<file path="src/rtl/wb_reg_timeout.sv">
// Registered Wishbone classic bridge with a slave watchdog; WB_REG_TIMEOUT_EN enables the watchdog.
// state  | meaning
// IDLE   | no slave strobe; wbs_cyc_o held while the master keeps its cycle (locked)
// ACTIVE | request on the slave port, waiting for a termination, abort or watchdog
// RESP   | one-cycle master termination with read data
module wb_reg_timeout #(
  parameter int DATA_WIDTH     = 32,
  parameter int ADDR_WIDTH     = 32,
  parameter int SELECT_WIDTH   = DATA_WIDTH / 8,
  parameter int TIMEOUT_CYCLES = 1024
) (
  input  logic                    clk,
  input  logic                    rst,
  input  logic [ADDR_WIDTH-1:0]   wbm_adr_i,
  input  logic [DATA_WIDTH-1:0]   wbm_dat_i,
  output logic [DATA_WIDTH-1:0]   wbm_dat_o,
  input  logic                    wbm_we_i,
  input  logic                    wbm_stb_i,
  input  logic                    wbm_cyc_i,
  input  logic [SELECT_WIDTH-1:0] wbm_sel_i,
  output logic                    wbm_ack_o,
  output logic                    wbm_err_o,
  output logic                    wbm_rty_o,
  output logic [ADDR_WIDTH-1:0]   wbs_adr_o,
  input  logic [DATA_WIDTH-1:0]   wbs_dat_i,
  output logic [DATA_WIDTH-1:0]   wbs_dat_o,
  output logic                    wbs_we_o,
  output logic                    wbs_stb_o,
  output logic                    wbs_cyc_o,
  output logic [SELECT_WIDTH-1:0] wbs_sel_o,
  input  logic                    wbs_ack_i,
  input  logic                    wbs_err_i,
  input  logic                    wbs_rty_i,
  output logic                    timeout_o
);

  typedef enum logic [1:0] {
    ST_IDLE,
    ST_ACTIVE,
    ST_RESP
  } state_t;

  state_t state;
  logic   slv_term;
  logic   wd_fire;

  if (TIMEOUT_CYCLES < 2) begin : g_timeout_range
    $error("TIMEOUT_CYCLES must be at least 2");
  end

  assign slv_term = wbs_ack_i | wbs_err_i | wbs_rty_i;

`ifdef WB_REG_TIMEOUT_EN
  localparam int CNT_W = $clog2(TIMEOUT_CYCLES + 1);
  localparam logic [CNT_W-1:0] WD_LOAD = CNT_W'(TIMEOUT_CYCLES - 1);

  // Down-counter loaded on entry to ACTIVE; terminal count 0 marks the last allowed wait cycle.
  logic [CNT_W-1:0] wd_cnt;
  logic             timeout_q;

  assign wd_fire   = (wd_cnt == '0);
  assign timeout_o = timeout_q;
`else
  assign wd_fire   = 1'b0;
  assign timeout_o = 1'b0;
`endif

  always_ff @(posedge clk) begin
    if (rst) begin
      state     <= ST_IDLE;
      wbm_dat_o <= '0;
      wbm_ack_o <= 1'b0;
      wbm_err_o <= 1'b0;
      wbm_rty_o <= 1'b0;
      wbs_adr_o <= '0;
      wbs_dat_o <= '0;
      wbs_we_o  <= 1'b0;
      wbs_stb_o <= 1'b0;
      wbs_cyc_o <= 1'b0;
      wbs_sel_o <= '0;
`ifdef WB_REG_TIMEOUT_EN
      wd_cnt    <= '0;
      timeout_q <= 1'b0;
`endif
    end else begin
      case (state)
        ST_IDLE: begin
          if (wbm_cyc_i && wbm_stb_i) begin
            wbs_adr_o <= wbm_adr_i;
            wbs_dat_o <= wbm_dat_i;
            wbs_we_o  <= wbm_we_i;
            wbs_sel_o <= wbm_sel_i;
            wbs_cyc_o <= 1'b1;
            wbs_stb_o <= 1'b1;
            state     <= ST_ACTIVE;
`ifdef WB_REG_TIMEOUT_EN
            wd_cnt    <= WD_LOAD;
`endif
          end else begin
            wbs_cyc_o <= wbs_cyc_o & wbm_cyc_i;
          end
        end

        ST_ACTIVE: begin
          // Abort beats a same-cycle slave response, which beats the watchdog.
          if (!wbm_cyc_i) begin
            wbs_cyc_o <= 1'b0;
            wbs_stb_o <= 1'b0;
            wbs_we_o  <= 1'b0;
            state     <= ST_IDLE;
          end else if (slv_term) begin
            wbm_dat_o <= wbs_dat_i;
            wbm_ack_o <= wbs_ack_i;
            wbm_err_o <= wbs_err_i & ~wbs_ack_i;
            wbm_rty_o <= wbs_rty_i & ~wbs_ack_i & ~wbs_err_i;
            wbs_stb_o <= 1'b0;
            wbs_we_o  <= 1'b0;
            state     <= ST_RESP;
          end else if (wd_fire) begin
            wbs_cyc_o <= 1'b0;
            wbs_stb_o <= 1'b0;
            wbs_we_o  <= 1'b0;
            wbm_err_o <= 1'b1;
`ifdef WB_REG_TIMEOUT_EN
            timeout_q <= 1'b1;
`endif
            state     <= ST_RESP;
          end else begin
`ifdef WB_REG_TIMEOUT_EN
            wd_cnt    <= wd_cnt - 1'b1;
`endif
          end
        end

        ST_RESP: begin
          wbm_ack_o <= 1'b0;
          wbm_err_o <= 1'b0;
          wbm_rty_o <= 1'b0;
          wbm_dat_o <= '0;
          wbs_cyc_o <= wbs_cyc_o & wbm_cyc_i;
`ifdef WB_REG_TIMEOUT_EN
          timeout_q <= 1'b0;
`endif
          state     <= ST_IDLE;
        end

        default: state <= ST_IDLE;
      endcase
    end
  end

endmodule

</file>
<file path="config.mk">
export PLATFORM = sky130hd
export DESIGN_NAME = wb_reg_timeout
export DESIGN_NICKNAME = d
export VERILOG_FILES = /design/src/rtl/wb_reg_timeout.sv
export SDC_FILE = /design/constraint.sdc
export NUM_CORES = 1
export LEC_CHECK = 0
export ABC_AREA = 1
export BUFFER_PORTS_ARGS = -buffer_cell sky130_fd_sc_hd__buf_2
export CAP_MARGIN = 20
export CELL_PAD_IN_SITES_DETAIL_PLACEMENT = 1
export CELL_PAD_IN_SITES_GLOBAL_PLACEMENT = 2
export CORE_ASPECT_RATIO = 2
export CORE_MARGIN = 2
export CORE_UTILIZATION = 23
export CTS_CLUSTER_DIAMETER = 200
export DETAILED_ROUTE_END_ITERATION = 10
export GPL_TIMING_DRIVEN = 1
export MAX_ROUTING_LAYER = met4
export PLACE_DENSITY_LB_ADDON = 0.2
export SLEW_MARGIN = 20
export SYNTH_ARGS = -nofsm -noshare
export SYNTH_HDL_FRONTEND = slang
export SYNTH_SLANG_ARGS = --single-unit
</file>
<file path="constraint.sdc">
create_clock -name clk -period 1.5 [get_ports clk]
set_input_delay 0.075 -clock clk [delete_from_list [all_inputs] [get_ports clk]]
set_output_delay 0.075 -clock clk [all_outputs]
set_load 0.01 [all_outputs]
</file>
Word-level counts from Yosys, hierarchy flattened
Cells that the tools add are included.
{"block": "op_classes", "muxes": 25, "reduce_logical": 10, "n_eq_ne": 7, "bitwise": 8}
{"cell": "$mux 32", "n": 2}
{"cell": "$pmux 32 s2", "n": 1}
{"cell": "$mux 1", "n": 12}
{"cell": "$pmux 1 s2", "n": 5}
{"cell": "$ne 2x2->1 const B", "n": 4}
{"cell": "$mux 2", "n": 3}
{"cell": "$reduce_and 2->1", "n": 3}
{"cell": "$reduce_and 3->1", "n": 2}
{"cell": "$and 1x1->1", "n": 4}
{"cell": "$pmux 2 s2", "n": 1}
{"cell": "$reduce_bool 2->1", "n": 2}
{"cell": "$ne 3x3->1 const B", "n": 1}
{"cell": "$pmux 1 s3", "n": 1}
{"cell": "$reduce_bool 3->1", "n": 1}
{"cell": "$eq 2x1->1 const B", "n": 1}
{"cell": "$eq 2x2->1 const B", "n": 1}
{"cell": "$logic_not 2->1", "n": 1}
{"cell": "$not 1->1", "n": 2}
{"cell": "$or 1x1->1", "n": 2}
{"cell": "$logic_and 1x1->1", "n": 1}
{"block": "word_totals", "wordCells": 61, "regBits": 108, "in_bits": 108}

Longest topological paths before layout
Gate-level depths: netlist of the first run.
{"block": "logic_depth", "word_depth": 6, "ltp_mapped": 10}

Worst setup path before layout of the first run
No wires, ideal clock.
{"block": "synth_timing", "kind": "register to register", "from": "register state[0]", "to": "register wbm_dat_o[0]", "required_ps": 1430, "setup_slack_ps": 171, "path_buffers": 1, "path_stages_with_launch": 7, "setup_time_ps": 70, "t_arrival_ps": 1259, "path_cell_list": "dfxtp_1 inv_1 ha_1 clkinv_1 clkbuf_1 nand4_1 a21oi_1"}
{"block": "synth_via", "elab_chain_cells": 3}
{"item": "start: declaration", "line": "43", "text": "state_t state;"}
{"item": "start signal: assignment", "line": "70", "text": "state <= ST_IDLE;"}
{"item": "start signal: assignment", "line": "95", "text": "state <= ST_ACTIVE;"}
{"item": "start signal: assignment", "line": "110", "text": "state <= ST_IDLE;"}
{"item": "$eq 2x1->1 / $eq 2x2->1 (equally long branches)", "line": "86", "text": "case (state)"}
{"item": "$ne 2x2->1 (no source line) / $reduce_bool 2->1 (equally long branches)"}
{"item": "$reduce_and 3->1 (no source line)"}
{"item": "end signal: assignment", "line": "112", "text": "wbm_dat_o <= wbs_dat_i;"}
{"item": "end: declaration", "line": "16", "text": "output logic [DATA_WIDTH-1:0] wbm_dat_o,"}
Several ways; a longest one is shown, not always the timed one.
A chain may end at the register's enable or synchronous reset.

Worst setup path in the final report of the first run
{"block": "layout_timing", "from": "register state[1]", "to": "register wbs_dat_o[12]"}
{"block": "layout_via", "elab_chain_cells": 2}
{"item": "$logic_not 2->1", "line": "86"}
{"item": "$reduce_and 2->1 (no source line)"}
{"item": "end signal: assignment", "line": "90", "text": "wbs_dat_o <= wbm_dat_i;"}
{"item": "end: declaration", "line": "26", "text": "output logic [DATA_WIDTH-1:0] wbs_dat_o,"}
Every way passes these cells.

==> reports/results.tsv, run 1 <==
stage	metric	value	unit
detailed_routing	ant_nets	0	
cells_and_area	final_cell_mix	buf_2 (212), nand2_1 (151), dfxtp_1 (106)	
sta	period_needed	1410	ps
sta	fmax	709	MHz
worst_hold_path	hold_path_class	in -> reg	
logic_synthesis	yosys.area_share.xor_xnor	0	
pwr	fin_total_pwr	6.58	mW
logic_synthesis	synth.mux.area_fraction	0	
global_route	grt_pass1_wl	25200	um
worst_setup_path	crit_chain	inv_1 -> ha_2 -> nand3_4 -> buf_4 -> buf_12 -> nand2_1 -> a21oi_1	
worst_setup_path	cp-start-kind	flop	
pwr	leakage	3.08	nW
worst_setup_path	crit_path_end_kind	flop	
logic_synthesis	yosysWarnings	0	
logic_synthesis	syn_area	4070	sq um
sta	final-max-slew-violation-count	0	
global_route	grt_usage	0.173	
cells_and_area	antenna_cells	0	
cells_and_area	fin_nets	922	
die	die_area	18800	sq um
worst_setup_path	cp_max_fo	25	
die	ios	215	
global_route	grt-ovfl-total	0	
sta	timing.hold.ws	11.8	ps
logic_synthesis	synth_cells	511	
pwr	p_comb_frac	0.161	
pwr	power.density	957	nW/um^2
logic_synthesis	synthAdderAreaFrac	0.0123	
cells_and_area	post-route-util	0.398	
sta	hold_viol	0	
worst_setup_path	cp_slowest_cell	dfxtp_2	
cells_and_area	instances_no_fill	1025	
clock_network	h-tree-depth	3	
worst_setup_path	path_delay_family	buffers and inverters	
global_route	grt_antenna_before_repair	0	
worst_setup_path	critPathBufInv	3	
die	start_util	0.236	
worst_setup_path	crit_type	reg -> reg	
clock_network	clockRootBuffer	clkbuf_16	
worst_setup_path	slowest_delay	340	ps
clock_network	cts_buffers	9	
worst_setup_path	r2r_slack	90	ps
cells_and_area	drive_gt1_frac	0.331	
logic_synthesis	yosysSeqAreaShare	0.531	
die	die_x	98.1	um
pwr	irDropWorstVdd	0.481	mV
placed_design	placedCellCount	910	
pwr	internal_power	4.88	mW
sta	fin_crit_sh	0.940	
sta	setup_viol	0	
sta	tns	0	ps
die	die_h	192	um
logic_synthesis	synth-simple-area-share	0.256	
run_status	outcome	completed	
logic_synthesis	synth_top_family_by_area	simple AND/OR/NAND/NOR gates	
logic_synthesis	avgSynthCellArea	7.97	sq um
cells_and_area	layout_commonest_cell	buf_2	
logic_synthesis	synth-compound-area-share	0.133	
flow_run	cap_violations	0	
logic_synthesis	synth.distinct_cells	20	
worst_setup_path	arrival	1650	ps
detailed_routing	firstDrtPassIters	4	
pwr	p_switching	1.71	mW
clock_network	cts_tree	yes	
die	core-area	17300	sq um
global_route	grt_max_degree	36	
pwr	power_frac_seq	0.464	
detailed_routing	drc	0	
detailed_routing	wire_per_inst	16.2	um
placed_design	dp_hpwl	10900	um
die	rows	68	
worst_setup_path	cp.required	1740	ps
detailed_routing	via_per_inst	4.65	
detailed_routing	initialDrtViolationCount	62	
detailed_routing	vias	4770	
placed_design	place.gp.congestion	0.756	
cells_and_area	area_growth	68.8	%
clock_network	cts_max_path_buffers	2	
clock_network	clock_sinks	108	
placed_design	port_buffers	213	
detailed_routing	routed_wl	16600	um
pwr	netSwitchingFraction	0.259	
sta	fin_skew	5.43	ps
logic_synthesis	ys_ff_latch	108	
clock_network	clkTransAtPathRegs	70	ps
logic_synthesis	synth_fp_nets	623	
global_route	grt_pass1_vias	5076	
pwr	p_clk_frac	0.375	
clock_network	clkLatencyLatePin	350	ps
logic make-up after synthesis:
logic type	after synthesis
AO/OA/AOI/OAI	108
AND/OR/NAND/NOR	236
adder cells (fa/ha/maj)	4
flip-flops	108
buffers and inverters	54
other	1
layer usage:
metal  track usage  vias up  share of wire
li1              -     2312              -
met1         0.167     2268           0.36
met2         0.327      156           0.57
met3        0.0273       34          0.038
met4        0.0897        0          0.035
met5             -        -              0
Yosys cell counts:
cell type  number  share of area
conb_1          1        0.00092
clkinv_1        1        0.00092
inv_1           8         0.0074
buf_6           4          0.011
inv_2           2         0.0018
nor2_2          1         0.0015
nand2_2         1         0.0015
dfxtp_1       108           0.53
o211ai_1        1         0.0018
buf_2          16          0.020
nand3_1        39          0.048
ha_1            4          0.012
a21oi_1       107           0.13
nand4_1        35          0.054
nand3_2         1         0.0025
buf_4           5         0.0092
nand2_1       153           0.14
nor2_1          5         0.0046
clkbuf_1       18          0.017
nand2_4         1         0.0028
metrics by stage:
stage,area (sq um),worst slack (ps)
2_1_floorplan,4070,171
3_3_place_gp,5450,-16.7
3_5_place_dp,5450,-96.4
4_1_cts,6740,-2.24
5_1_grt,6870,-2.85
6_report,6870,90.4
state kept, by name (all words and copies together) (netlist names):
register   flops
wbs_stb_o      1
wbm_dat_o     32
wbm_rty_o      1
wbs_sel_o      4
wbm_err_o      1
wbs_adr_o     32
state          2
wbs_dat_o     32
wbs_we_o       1
wbs_cyc_o      1
wbm_ack_o      1
tightest hold or removal path: stages:
cell and delay (ps):
buf_2 100, nand4_1 80, a21oi_1 60
power groups by stage:
stage / Clock, mW / Sequential (mW) / Combinational, mW
final: 2.47 / 3.05 / 1.06
after global routing: 2.67 / 3.07 / 1.16
after CTS: 2.57 / 3.06 / 1.02
after detailed placement: 0 / 3.12 / 0.805
after floorplan: 0 / 3.17 / 0.329
after global placement: 0 / 3.12 / 0.789
cell type report:
class | count | area (sq um)
tap | 210 | 263
clock inverter | 6 | 62.6
timing repair buffer | 331 | 2420
sequential | 108 | 2160
fill | 2102 | 10400
multi-input combinational | 349 | 1670
clock buffer | 10 | 239
inverter | 11 | 52.6
repair_timing:
item,4_1_cts,5_1_grt
gates cloned,1,3
endpoints found under the setup margin,63,98
buffers inserted,0,2
hold endpoints to repair,93,0
hold buffers,93,0
resized for setup,8,11
pin swaps,0,0
worst paths after layout:
check             cells after the start                         end                       from
hold reg to reg                       2   wbs_adr_o[5]$_SDFFE_PP0P_  wbs_adr_o[5]$_SDFFE_PP0P_
hold / removal                        3  wbm_dat_o[25]$_SDFFE_PP0P_              wbs_dat_i[25]
setup / recovery                      7  wbs_dat_o[12]$_SDFFE_PP0P_      state[1]$_SDFFE_PP0P_
setup reg to reg                      7  wbs_dat_o[12]$_SDFFE_PP0P_      state[1]$_SDFFE_PP0P_
No activity file was read; power rests on OpenSTA's default activity.
==> inputs of run 2 (changes only) <==
- ABC_AREA: 1 -> default
- CORE_ASPECT_RATIO: 2 -> default
- CORE_UTILIZATION: 23 -> 24
==> run 2 against run 1 <==
- die area decreased by 3.9%
- sequential power about the same
- register-to-register slack got worse by 50 ps
- first-iteration DRC count increased to 2.9 times the previous value
- area after synthesis increased by 0.52%
- largest cell class unchanged
- highest routed layer unchanged
==> reports/results.tsv, run 2 <==
stage	metric	value	unit
sta	period_needed	1460	ps
global_route	busiest_layer	met2	
worst_setup_path	slowest_delay	460	ps
global_route	grt_max_degree	45	
cells_and_area	final_area	6820	sq um
sta	slew_headroom	0.662	
pwr	power.density	947	nW/um^2
detailed_routing	vias	4627	
logic_synthesis	yosysMostFrequentCell	nand2_1	
global_route	grt_usage	0.172	
sta	hold_viol	0	
cells_and_area	drive_gt1_frac	0.329	
pwr	p_switching	1.65	mW
logic_synthesis	ys_async_sr_fraction	0	
die	ios	215	
worst_setup_path	cp_slowest_cell	or4b_1	
worst_setup_path	cp.depth	5	
worst_setup_path	critical_path.endpoint	wbs_cyc_o$_SDFFE_PP0P_	
logic_synthesis	synth_top_area_cell	dfxtp_1	
clock_network	h-tree-depth	3	
worst_setup_path	cp-start-kind	flop	
sta	final-max-slew-violation-count	0	
detailed_routing	initialDrtViolationCount	181	
worst_setup_path	path_delay_family	simple AND/OR/NAND/NOR gates	
logic_synthesis	syn_area	4090	sq um
logic_synthesis	synth_edf_count	0	
detailed_routing	drc	0	
detailed_routing	wire_per_inst	15.0	um
clock_network	clkLatencyLatePin	350	ps
logic_synthesis	yosys-top-cells-area	dfxtp_1 (53%), a21oi_1 (13%), nand2_1 (13%)	
die	rows	47	
worst_setup_path	timing.rr.end	wbs_cyc_o$_SDFFE_PP0P_	
sta	fin_skew	5.44	ps
logic_synthesis	synth.distinct_cells	34	
placed_design	place.gp.congestion	0.753	
cells_and_area	final_cell_mix	buf_2 (212), nand2_1 (138), dfxtp_1 (106)	
cells_and_area	area_growth	66.6	%
global_route	grt_pass1_vias	4857	
global_route	grt_pass1_wl	24300	um
placed_design	port_buffers	213	
worst_setup_path	crit_chain	buf_4 -> ha_2 -> or4b_1 -> o211ai_1 -> a21oi_1	
cells_and_area	antenna_cells	0	
global_route	grt-ovfl-total	0	
sta	fin_ws	44.0	ps
die	die_area	18100	sq um
pwr	leakage	2.99	nW
detailed_routing	ant_nets	0	
pwr	netSwitchingFraction	0.255	
detailed_routing	firstDrtPassIters	4	
clock_network	clkTransAtPathRegs	70	ps
global_route	grt_antenna_before_repair	0	
worst_setup_path	r2r_cells	5	
die	start_util	0.246	
sta	fmax	687	MHz
worst_setup_path	crit_type	reg -> reg	
worst_hold_path	hold_path_class	in -> reg	
global_route	met2_usage	0.289	
worst_setup_path	r2r_slack	40	ps
die	die_x	135	um
cells_and_area	layout_commonest_cell	buf_2	
placed_design	place_ws	-76.4	ps
die	core-area	16600	sq um
logic_synthesis	yosysSeqAreaShare	0.528	
cells_and_area	fin_nets	912	
worst_setup_path	crit_path_end_kind	flop	
worst_setup_path	cp_max_fo	3	
sta	worst_pin_slew	506	ps
global_route	gr-usage-met1	0.205	
worst_setup_path	critPathBufInv	1	
worst_setup_path	cp.required	1710	ps
placed_design	dp_hpwl	9740	um
logic_synthesis	yosysWarnings	0	
worst_setup_path	startpoint	state[1]$_SDFFE_PP0P_	
pwr	p_clk_frac	0.361	
sta	fin_crit_sh	0.971	
clock_network	cts_max_path_buffers	2	
logic_synthesis	synth_fp_nets	612	
sta	grt_setup_unrepaired	true	
logic_synthesis	synth_top_area_share	0.528	
cells_and_area	reg_top3	wbm_dat_o (32), wbs_adr_o (32), wbs_dat_o (32)	
logic_synthesis	synth_commonest_cells	nand2_1 (138), dfxtp_1 (108), a21oi_1 (104)	
die	die_h	135	um
worst_setup_path	arrival	1670	ps
placed_design	dpl_cell_area	5400	sq um
detailed_routing	routed_wl	15400	um
clock_network	cts_tree	yes	
pwr	p_comb_frac	0.165	
logic_synthesis	avgSynthCellArea	8.19	sq um
worst_setup_path	reg2reg_from	state[1]$_SDFFE_PP0P_	
run_status	outcome	completed	
logic_synthesis	synth_cells	500	
clock_network	clock_sinks	108	
detailed_routing	via_per_inst	4.51	
sta	setup_viol	0	
logic_synthesis	ys_ff_latch	108	
flow_run	cap_violations	0	
pwr	irDropWorstVdd	0.506	mV
global_route	use_met3	0.0349	
logic_synthesis	ys.flop_type	dfxtp_1	
clock_network	cts_buffers	9	
clock_network	clockRootBuffer	clkbuf_16	
pwr	power_frac_seq	0.474	
pwr	internal_power	4.81	mW
-- run 2: cell count changes in the layout (fill, tap and decap cells not counted), moves of 3 or more --
cell,delta
nand3_1,+30
dlygate4sd3_1,+7
buf_12,-4
nand2_2,-3
clkinv_2,-3
nand2_1,-13
clkbuf_1,+3
buf_4,+3
ha_4,+3
nand4_1,-35
a21oi_1,-3
inv_1,-6
-- run 2: power groups by stage --
stage / clock network [mW] / registers, mW / logic (mW)
2_1_floorplan: 0 / 3.18 / 0.355
3_5_place_dp: 0 / 3.13 / 0.818
5_1_grt: 2.55 / 3.08 / 1.17
3_3_place_gp: 0 / 3.12 / 0.802
6_report: 2.33 / 3.06 / 1.06
4_1_cts: 2.42 / 3.06 / 1.05
-- run 2: area by class of cell --
type | instances | area [sq um]
Tap cell | 220 | 275
Clock inverter | 1 | 5.00
Clock buffer | 15 | 278
Inverter | 4 | 20.0
Fill cell | 2013 | 9820
Timing Repair Buffer | 334 | 2360
Sequential cell | 108 | 2170
Multi-Input combinational cell | 343 | 1720
-- run 2: stage by stage --
step                TNS [ps]  utilization  total power, mW  instances  hold WS [ps]
global route           -16.8        0.410             6.80       1025          31.7
floorplan                  0            -             3.54        500           208
finish                     0        0.410             6.45       1025          32.7
CTS                    -35.7        0.405             6.53       1023          19.4
detailed placement      -846        0.324             3.94        905           323
global placement       -12.3        0.324             3.92        905           315
-- run 2: worst min-delay path by stage --
| stage | slack, ps | from | end | depth (start not counted) |
|---|---|---|---|---|
| after floorplan | 210 | wbs_ack_i | wbm_ack_o$_SDFFE_PP0P_ | 2 |
| after CTS | 20 | wbs_rty_i | wbm_rty_o$_SDFFE_PP0P_ | 3 |
| after global placement | 320 | wbm_sel_i[3] | wbs_sel_o[3]$_SDFFE_PP0P_ | 3 |
| final | 30 | wbs_rty_i | wbm_rty_o$_SDFFE_PP0P_ | 3 |
| after detailed placement | 320 | wbm_adr_i[8] | wbs_adr_o[8]$_SDFFE_PP0P_ | 3 |
| after global routing | 30 | wbs_rty_i | wbm_rty_o$_SDFFE_PP0P_ | 3 |
-- run 2: worst register-to-register path: stages (launching register included) --
cell and delay (ps):
dfxtp_4 370, buf_4 140, ha_2 170, or4b_1 460, o211ai_1 100, a21oi_1 90
-- run 2: cell families after synthesis --
group	count (synthesis)	synth area share
other	1	0.000916
buffers and inverters	49	0.0676
multiplexers	1	0.00245
AND/OR/NAND/NOR	222	0.234
adder cells (fa/ha/maj)	4	0.0122
flip-flops	108	0.528
AO/OA/AOI/OAI	115	0.154
-- run 2: timing repair --
| item | CTS | global route |
|---|---|---|
| gates cloned | 1 | 1 |
| pin swaps | 0 | 2 |
| endpoints found under the hold margin | 100 | 0 |
| gates resized for setup | 7 | 14 |
| hold buffers | 100 | 0 |
| setup endpoints to repair | 56 | 64 |
| setup buffers | 1 | 1 |
-- run 2: routing by layer --
metal	vias up	share of wire
met5	-	0
met4	0	0.021
met3	22	0.057
met2	144	0.49
met1	2183	0.43
li1	2278	-
